`config.mk`:
```
export PLATFORM = sky130hd
export DESIGN_NAME = ucount_seq8_flat
export DESIGN_NICKNAME = d
export VERILOG_FILES = /design/src/rtl/ucount_seq8_pkg.sv /design/src/rtl/ucount_seq8_if.sv /design/src/rtl/ucount_seq8_stepctr.sv /design/src/rtl/ucount_seq8.sv /design/src/flat_wrapper.sv
export SDC_FILE = /design/constraint.sdc
export NUM_CORES = 1
export LEC_CHECK = 0
export BUFFER_PORTS_ARGS = -buffer_cell sky130_fd_sc_hd__buf_2
export CORE_MARGIN = 2
export CORE_UTILIZATION = 49
export CTS_CLUSTER_DIAMETER = 150
export DETAILED_ROUTE_END_ITERATION = 6
export GPL_ROUTABILITY_DRIVEN = 0
export HOLD_SLACK_MARGIN = 0.1
export PLACE_DENSITY = 0.78
export SYNTH_ARGS = -nofsm -noshare
export SYNTH_HDL_FRONTEND = slang
export SYNTH_SLANG_ARGS = --single-unit
```
`constraint.sdc`:
```
create_clock -name clk -period 3 [get_ports clk]
set_clock_uncertainty 0.15 [all_clocks]
set_input_delay 0.3 -clock clk [delete_from_list [all_inputs] [get_ports clk]]
set_output_delay 0.3 -clock clk [all_outputs]
set_load 0.02 [all_outputs]
```
`src/rtl/ucount_seq8_pkg.sv`:
```
// Shared constants for the ucount_seq8 command sequencer: opcodes, FSM encoding
// and the opcode-to-first-state decode.
package ucount_seq8_pkg;

    localparam int WIDTH_DEF = 8;
    localparam int STEPW_DEF = 8;

    localparam logic [1:0] OP_LOAD = 2'd0;
    localparam logic [1:0] OP_RUN  = 2'd1;
    localparam logic [1:0] OP_SET  = 2'd2;
    localparam logic [1:0] OP_RSV  = 2'd3;

    typedef enum logic [2:0] {
        ST_IDLE   = 3'd0,
        ST_LOAD   = 3'd1,
        ST_SET    = 3'd2,
        ST_RUN    = 3'd3,
        ST_SETTLE = 3'd4,
        ST_DONE   = 3'd5
    } state_t;

    // A zero-length RUN skips straight to SETTLE; the reserved opcode answers at once.
    function automatic state_t op_next_state(input logic [1:0] op, input logic steps_zero);
        state_t st;
        case (op)
            OP_LOAD: st = ST_LOAD;
            OP_RUN:  st = steps_zero ? ST_SETTLE : ST_RUN;
            OP_SET:  st = ST_SET;
            default: st = ST_DONE;
        endcase
        return st;
    endfunction

endpackage

```
`src/rtl/ucount_seq8_if.sv`:
```
// Command / response handshake bundle between a host master and the sequencer.
interface ucount_seq8_if
    import ucount_seq8_pkg::*;
#(
    parameter int WIDTH = WIDTH_DEF,
    parameter int STEPW = STEPW_DEF
);
    logic             cmd_valid;
    logic             cmd_ready;
    logic [1:0]       cmd_op;
    logic [WIDTH-1:0] cmd_val;
    logic             cmd_dir;
    logic             cmd_wrap;
    logic [STEPW-1:0] cmd_steps;
    logic             rsp_valid;
    logic             rsp_ready;
    logic [WIDTH-1:0] rsp_count;
    logic             rsp_ovf;
    logic             rsp_err;

    modport master (
        output cmd_valid, cmd_op, cmd_val, cmd_dir, cmd_wrap, cmd_steps, rsp_ready,
        input  cmd_ready, rsp_valid, rsp_count, rsp_ovf, rsp_err
    );

    modport slave (
        input  cmd_valid, cmd_op, cmd_val, cmd_dir, cmd_wrap, cmd_steps, rsp_ready,
        output cmd_ready, rsp_valid, rsp_count, rsp_ovf, rsp_err
    );
endinterface

```
`src/rtl/ucount_seq8_stepctr.sv`:
```
// Loadable down-counter of remaining RUN cycles; 'last' marks the final step.
module ucount_seq8_stepctr #(
    parameter int STEPW = 8
) (
    input  logic             clk,
    input  logic             _areset,
    input  logic             load,
    input  logic [STEPW-1:0] load_val,
    input  logic             dec,
    output logic             last
);
    localparam logic [STEPW-1:0] ONE = {{(STEPW-1){1'b0}}, 1'b1};

    logic [STEPW-1:0] cnt_r;

    // Remaining-step register; saturates at zero so all-ones never wraps.
    always_ff @(posedge clk or negedge _areset) begin
        if (!_areset) begin
            cnt_r <= '0;
        end else if (load) begin
            cnt_r <= load_val;
        end else if (dec && (cnt_r != '0)) begin
            cnt_r <= cnt_r - ONE;
        end else begin
            cnt_r <= cnt_r;
        end
    end

    assign last = (cnt_r == ONE);

endmodule

```
`src/rtl/ucount_seq8.sv`:
```
// Command sequencer driving the control pins of an 8-bit up/down counter and
// reporting the resulting count and sticky overflow on a response handshake.
module ucount_seq8
    import ucount_seq8_pkg::*;
#(
    parameter int WIDTH = WIDTH_DEF,
    parameter int STEPW = STEPW_DEF
) (
    input  logic             clk,
    input  logic             _areset,
    ucount_seq8_if.slave     bus,
    output logic             cnt_load,
    output logic [WIDTH-1:0] cnt_preld_val,
    output logic             cnt_aset,
    output logic             cnt_updown,
    output logic             cnt_wrapstop,
    output logic             cnt_carry_in,
    input  logic [WIDTH-1:0] cnt_dcount,
    input  logic             cnt_overflow
);
    state_t           state_r, state_s;
    logic             accept_s, last_s, run_dec_s;
    logic             cmd_ready_r, cmd_ready_s;
    logic             rsp_valid_r, rsp_valid_s;
    logic [WIDTH-1:0] rsp_count_r, rsp_count_s;
    logic             rsp_ovf_r, rsp_ovf_s;
    logic             rsp_err_r, rsp_err_s;
    logic             cnt_load_r, cnt_load_s;
    logic [WIDTH-1:0] cnt_preld_val_r, cnt_preld_val_s;
    logic             cnt_aset_r, cnt_aset_s;
    logic             cnt_updown_r, cnt_updown_s;
    logic             cnt_wrapstop_r, cnt_wrapstop_s;
    logic             cnt_carry_in_r, cnt_carry_in_s;

    assign run_dec_s = (state_r == ST_RUN);

    ucount_seq8_stepctr #(.STEPW(STEPW)) u_stepctr (
        .clk      (clk),
        ._areset  (_areset),
        .load     (accept_s),
        .load_val (bus.cmd_steps),
        .dec      (run_dec_s),
        .last     (last_s)
    );

    // FSM state register.
    always_ff @(posedge clk or negedge _areset) begin
        if (!_areset) begin
            state_r <= ST_IDLE;
        end else begin
            state_r <= state_s;
        end
    end

    // Next state plus next value of every registered output.
    always_comb begin
        accept_s = (state_r == ST_IDLE) && cmd_ready_r && bus.cmd_valid;
        state_s  = state_r;
        case (state_r)
            ST_IDLE: begin
                if (accept_s) begin
                    state_s = op_next_state(bus.cmd_op, (bus.cmd_steps == '0));
                end else begin
                    state_s = ST_IDLE;
                end
            end
            ST_LOAD:   state_s = ST_SETTLE;
            ST_SET:    state_s = ST_SETTLE;
            ST_RUN: begin
                if (last_s) begin
                    state_s = ST_SETTLE;
                end else begin
                    state_s = ST_RUN;
                end
            end
            ST_SETTLE: state_s = ST_DONE;
            ST_DONE: begin
                if (bus.rsp_ready) begin
                    state_s = ST_IDLE;
                end else begin
                    state_s = ST_DONE;
                end
            end
            default:   state_s = ST_IDLE;
        endcase

        // Outputs are registered from the next state so they line up with the state itself.
        cmd_ready_s    = (state_s == ST_IDLE);
        rsp_valid_s    = (state_s == ST_DONE);
        cnt_load_s     = (state_s == ST_LOAD);
        cnt_aset_s     = (state_s == ST_SET);
        cnt_carry_in_s = (state_s == ST_RUN);

        if (accept_s && (state_s == ST_RUN)) begin
            cnt_updown_s   = bus.cmd_dir;
            cnt_wrapstop_s = bus.cmd_wrap;
        end else begin
            cnt_updown_s   = cnt_updown_r;
            cnt_wrapstop_s = cnt_wrapstop_r;
        end

        if (accept_s) begin
            cnt_preld_val_s = bus.cmd_val;
            rsp_count_s     = '0;
            rsp_ovf_s       = 1'b0;
            rsp_err_s       = (bus.cmd_op == OP_RSV);
        end else begin
            cnt_preld_val_s = cnt_preld_val_r;
            rsp_err_s       = rsp_err_r;
            if (state_r == ST_SETTLE) begin
                rsp_count_s = cnt_dcount;
            end else begin
                rsp_count_s = rsp_count_r;
            end
            if ((state_r == ST_RUN) || (state_r == ST_SETTLE)) begin
                rsp_ovf_s = rsp_ovf_r | cnt_overflow;
            end else begin
                rsp_ovf_s = rsp_ovf_r;
            end
        end
    end

    // Output registers; direction and wrap mode come out of reset as up/wrap.
    always_ff @(posedge clk or negedge _areset) begin
        if (!_areset) begin
            cmd_ready_r     <= 1'b0;
            rsp_valid_r     <= 1'b0;
            rsp_count_r     <= '0;
            rsp_ovf_r       <= 1'b0;
            rsp_err_r       <= 1'b0;
            cnt_load_r      <= 1'b0;
            cnt_preld_val_r <= '0;
            cnt_aset_r      <= 1'b0;
            cnt_updown_r    <= 1'b1;
            cnt_wrapstop_r  <= 1'b1;
            cnt_carry_in_r  <= 1'b0;
        end else begin
            cmd_ready_r     <= cmd_ready_s;
            rsp_valid_r     <= rsp_valid_s;
            rsp_count_r     <= rsp_count_s;
            rsp_ovf_r       <= rsp_ovf_s;
            rsp_err_r       <= rsp_err_s;
            cnt_load_r      <= cnt_load_s;
            cnt_preld_val_r <= cnt_preld_val_s;
            cnt_aset_r      <= cnt_aset_s;
            cnt_updown_r    <= cnt_updown_s;
            cnt_wrapstop_r  <= cnt_wrapstop_s;
            cnt_carry_in_r  <= cnt_carry_in_s;
        end
    end

    assign bus.cmd_ready = cmd_ready_r;
    assign bus.rsp_valid = rsp_valid_r;
    assign bus.rsp_count = rsp_count_r;
    assign bus.rsp_ovf   = rsp_ovf_r;
    assign bus.rsp_err   = rsp_err_r;
    assign cnt_load      = cnt_load_r;
    assign cnt_preld_val = cnt_preld_val_r;
    assign cnt_aset      = cnt_aset_r;
    assign cnt_updown    = cnt_updown_r;
    assign cnt_wrapstop  = cnt_wrapstop_r;
    assign cnt_carry_in  = cnt_carry_in_r;

endmodule

```
`src/flat_wrapper.sv`:
```
// flat-port wrapper written by rule: the top's interface ports become plain ports
module ucount_seq8_flat import ucount_seq8_pkg::*;
#(
    parameter int WIDTH = WIDTH_DEF,
    parameter int STEPW = STEPW_DEF
)
  (clk, _areset, cnt_load, cnt_preld_val, cnt_aset, cnt_updown, cnt_wrapstop, cnt_carry_in, cnt_dcount, cnt_overflow, bus_cmd_valid, bus_cmd_op, bus_cmd_val, bus_cmd_dir, bus_cmd_wrap, bus_cmd_steps, bus_rsp_ready, bus_cmd_ready, bus_rsp_valid, bus_rsp_count, bus_rsp_ovf, bus_rsp_err);
  ucount_seq8_if #(.WIDTH(WIDTH), .STEPW(STEPW)) bus_i ();
  input  logic clk;
  input  logic _areset;
  output logic cnt_load;
  output logic [WIDTH-1:0] cnt_preld_val;
  output logic cnt_aset;
  output logic cnt_updown;
  output logic cnt_wrapstop;
  output logic cnt_carry_in;
  input  logic [WIDTH-1:0] cnt_dcount;
  input  logic cnt_overflow;
  input wire logic [$bits(bus_i.cmd_valid)-1:0] bus_cmd_valid;
  input wire logic [$bits(bus_i.cmd_op)-1:0] bus_cmd_op;
  input wire logic [$bits(bus_i.cmd_val)-1:0] bus_cmd_val;
  input wire logic [$bits(bus_i.cmd_dir)-1:0] bus_cmd_dir;
  input wire logic [$bits(bus_i.cmd_wrap)-1:0] bus_cmd_wrap;
  input wire logic [$bits(bus_i.cmd_steps)-1:0] bus_cmd_steps;
  input wire logic [$bits(bus_i.rsp_ready)-1:0] bus_rsp_ready;
  output wire logic [$bits(bus_i.cmd_ready)-1:0] bus_cmd_ready;
  output wire logic [$bits(bus_i.rsp_valid)-1:0] bus_rsp_valid;
  output wire logic [$bits(bus_i.rsp_count)-1:0] bus_rsp_count;
  output wire logic [$bits(bus_i.rsp_ovf)-1:0] bus_rsp_ovf;
  output wire logic [$bits(bus_i.rsp_err)-1:0] bus_rsp_err;
  assign bus_i.cmd_valid = bus_cmd_valid;
  assign bus_i.cmd_op = bus_cmd_op;
  assign bus_i.cmd_val = bus_cmd_val;
  assign bus_i.cmd_dir = bus_cmd_dir;
  assign bus_i.cmd_wrap = bus_cmd_wrap;
  assign bus_i.cmd_steps = bus_cmd_steps;
  assign bus_i.rsp_ready = bus_rsp_ready;
  assign bus_cmd_ready = bus_i.cmd_ready;
  assign bus_rsp_valid = bus_i.rsp_valid;
  assign bus_rsp_count = bus_i.rsp_count;
  assign bus_rsp_ovf = bus_i.rsp_ovf;
  assign bus_rsp_err = bus_i.rsp_err;
  ucount_seq8 #(.WIDTH(WIDTH), .STEPW(STEPW)) u_core (.clk(clk), ._areset(_areset), .bus(bus_i), .cnt_load(cnt_load), .cnt_preld_val(cnt_preld_val), .cnt_aset(cnt_aset), .cnt_updown(cnt_updown), .cnt_wrapstop(cnt_wrapstop), .cnt_carry_in(cnt_carry_in), .cnt_dcount(cnt_dcount), .cnt_overflow(cnt_overflow));
endmodule
```
==> flow_summary.toml <==
[detailed_routing]
dr.pass1.iters = 4
drt-initial-drc-count = 51
vias_per_cell = 5.29
drtAntennaViolNets = 0
wl_um = 4170
route.detailed.drc = 0
vias = 1619
routedWlPerCell_um = 13.6

[clock_tree]
clk_pin_slew_ps = 100
cts_made_buffers = 5
cts_resized = 0
cts.sink_count = 36
cts_tree = "yes"
postCtsSetupBuffers = 0
cts.htree.levels = 2
holdBufCountCts = 28
cts-root-buf = "clkbuf_4"
clk_path_buf_depth = 2
clk-insertion-delay-late_ps = 330

[sta]
post-route-period-util = 0.758
relSlewSlack = 0.414
hold_violations = 0
fmax_ghz = 0.440
rsz0062_at_grt = "false"
final_max_slew_viol_count = 0
tightest_slew_ps = 872
timing.hold.ws_ps = 132
final.setup.tns_ps = 0
setup_viol = 0
fin_crit_ps = 2270

[global_routing]
grt_busiest_layer = "met2"
groute.usage.overall = 0.234
grt_use_met2 = 0.368
grt_overflow = 0
grt.met3_usage = 0.0739
grt_max_degree = 37
use_met1 = 0.307
antenna_found_initial = 0
grt_pass1_vias = 1559
grt_pass1_wl_um = 7040

[setup_path]
end_kind = "register"
worstPathMaxFanout = 8
startpoint_type = "register"
cp.required_ps = 3070
crit_arrival_ps = 2340
setup.worst_path.class = "register to register"

[final_layout]
layout_commonest_cell = "buf_2"
diodes = 0
final_cells = 306
layout_common_cells = "buf_2, nand2_1, dfrtp_1, dlygate4sd3_1, a21oi_1"
drive_gt1_frac = 0.288
syn_to_final_growth_pct = 41.5
n_fill_cell = 258
final_util = 0.714
design_area_um2 = 2360
num-nets-final = 295

[hold_path]
hp-class = "primary input to register"

[synth]
synth_top_family_by_area = "simple AND/OR/NAND/NOR gates"
synthAdderAreaFrac = 0.0225
ys_warn_count = 0
synth_xor_area_frac = 0
synth-simple-area-share = 0.215
synth_edf_count = 0
synthFlopType = "dfrtp_1"
avgSynthCellArea_um2 = 9.78
synth_cells = 171
synth_compound_area_frac = 0.147
async_flop_share = 1.00
synth_mux_area_frac = 0.0464
syn-cell-area_um2 = 1670
synth-seq-cells = 36
synth_cell_types = 40
yosysSeqAreaShare = 0.540
synth_nets = 207

[floorplanning]
die_w_um = 62.4
die_y_um = 62.4
dieArea_um2 = 3890
start_util = 0.505
coreArea_um2 = 3310
row_count = 21
io_pins = 58

[power_and_ir_drop]
power_density_nw_per_um2 = 847
power.leakage_nw = 1.19
ir_worst_vdd_v = 0.000465

[place]
placed_cells = 270
portBuffers = 57
dpl-instance-area_um2 = 2010
dpl.hpwl_um = 2740

[run]
drv_cap = 0

[run_status]
outcome = "complete, no violations"
==> state kept, by name (all words and copies together) (netlist names) <==
signal                  count
u_core.bus.cmd_ready        1
u_core.bus.rsp_valid        1
u_core.cnt_updown           1
u_core.cnt_load             1
u_core.cnt_aset             1
u_core.cnt_carry_in         1
u_core.cnt_wrapstop         1
u_core.u_stepctr.cnt_r      8
u_core.bus.rsp_ovf          1
u_core.bus.rsp_err          1
u_core.cnt_preld_val        8
u_core.bus.rsp_count        8
u_core.state_r              3
==> critical path: stages, from the launching register on <==
cell     delay [ps]
dfrtp_1         430
inv_1           120
ha_1            150
or4b_4          460
o21ai_1         460
nor4_1          120
a221o_1         280
==> where the power goes <==
part           switching, mW  leakage, nW  internal (mW)
combinational          0.502        0.705          0.324
clock                  0.155       0.0422          0.175
sequential             0.148        0.444          0.699
==> metrics by stage <==
step	worst slack [ps]	power, mW
after floorplan	852	1.38
after global placement	824	1.63
after detailed placement	767	1.65
after CTS	742	2.01
after global routing	614	2.15
final	725	2.00
==> Yosys cell counts, types with 2 or more instances <==
cell      number  share of area
nor2_1         5          0.011
nor4_1         6          0.022
nand2_1       50           0.11
o21ai_0        3         0.0090
mux2i_1        4          0.024
nor3_1         3         0.0090
a21oi_1       11          0.033
inv_1          5          0.011
o21ai_1        2         0.0060
o211ai_1       3          0.013
dfstp_2        2          0.031
mux2_2         2          0.013
buf_2          2         0.0060
nand3_1        5          0.015
dfrtp_1       34           0.51
or3_1          2         0.0075
a221o_1        3          0.018
ha_1           3          0.022
clkbuf_1       4         0.0090
and3_1         2         0.0075
==> routing by layer <==
| metal | routed length (µm) | vias up |
|---|---|---|
| li1 | - | 782 |
| met1 | 1760 | 762 |
| met2 | 2050 | 65 |
| met3 | 266 | 10 |
| met4 | 95 | 0 |
| met5 | 0 | - |
==> kinds of logic after synthesis <==
logic type,Yosys count
simple gates,78
flops,36
compound gates,35
buf+inv,12
mux,7
fa+ha+maj,3
==> layout make-up <==
class / instances / area (µm²) / area share
Clock buffer: 6 / 41.3 / 0.0175
Clock inverter: 2 / 35.0 / 0.0148
Inverter: 5 / 18.8 / 0.00794
Multi-Input combinational cell: 123 / 721 / 0.305
Sequential cell: 36 / 903 / 0.382
Tap cell: 46 / 57.6 / 0.0243
Timing Repair Buffer: 88 / 588 / 0.249
==> path summary, 6_finish.rpt <==
| kind | start | to | slack [ps] | depth (start not counted) |
|---|---|---|---|---|
| setup / recovery | u_core.u_stepctr.cnt_r[0] | u_core.u_stepctr.cnt_r[7] | 730 | 6 |
| setup reg to reg | u_core.u_stepctr.cnt_r[0] | u_core.u_stepctr.cnt_r[7] | 730 | 6 |
| hold reg to reg | u_core.cnt_preld_val[7] | u_core.cnt_preld_val[7] | 330 | 2 |
| max in group asynchronous | _areset | u_core.bus.rsp_ovf | 1790 | 2 |
| min in group asynchronous | _areset | u_core.u_stepctr.cnt_r[2] | 420 | 2 |
| hold / removal | bus_cmd_steps[6] | u_core.u_stepctr.cnt_r[6] | 130 | 3 |
(Power assumes the default switching activity.)
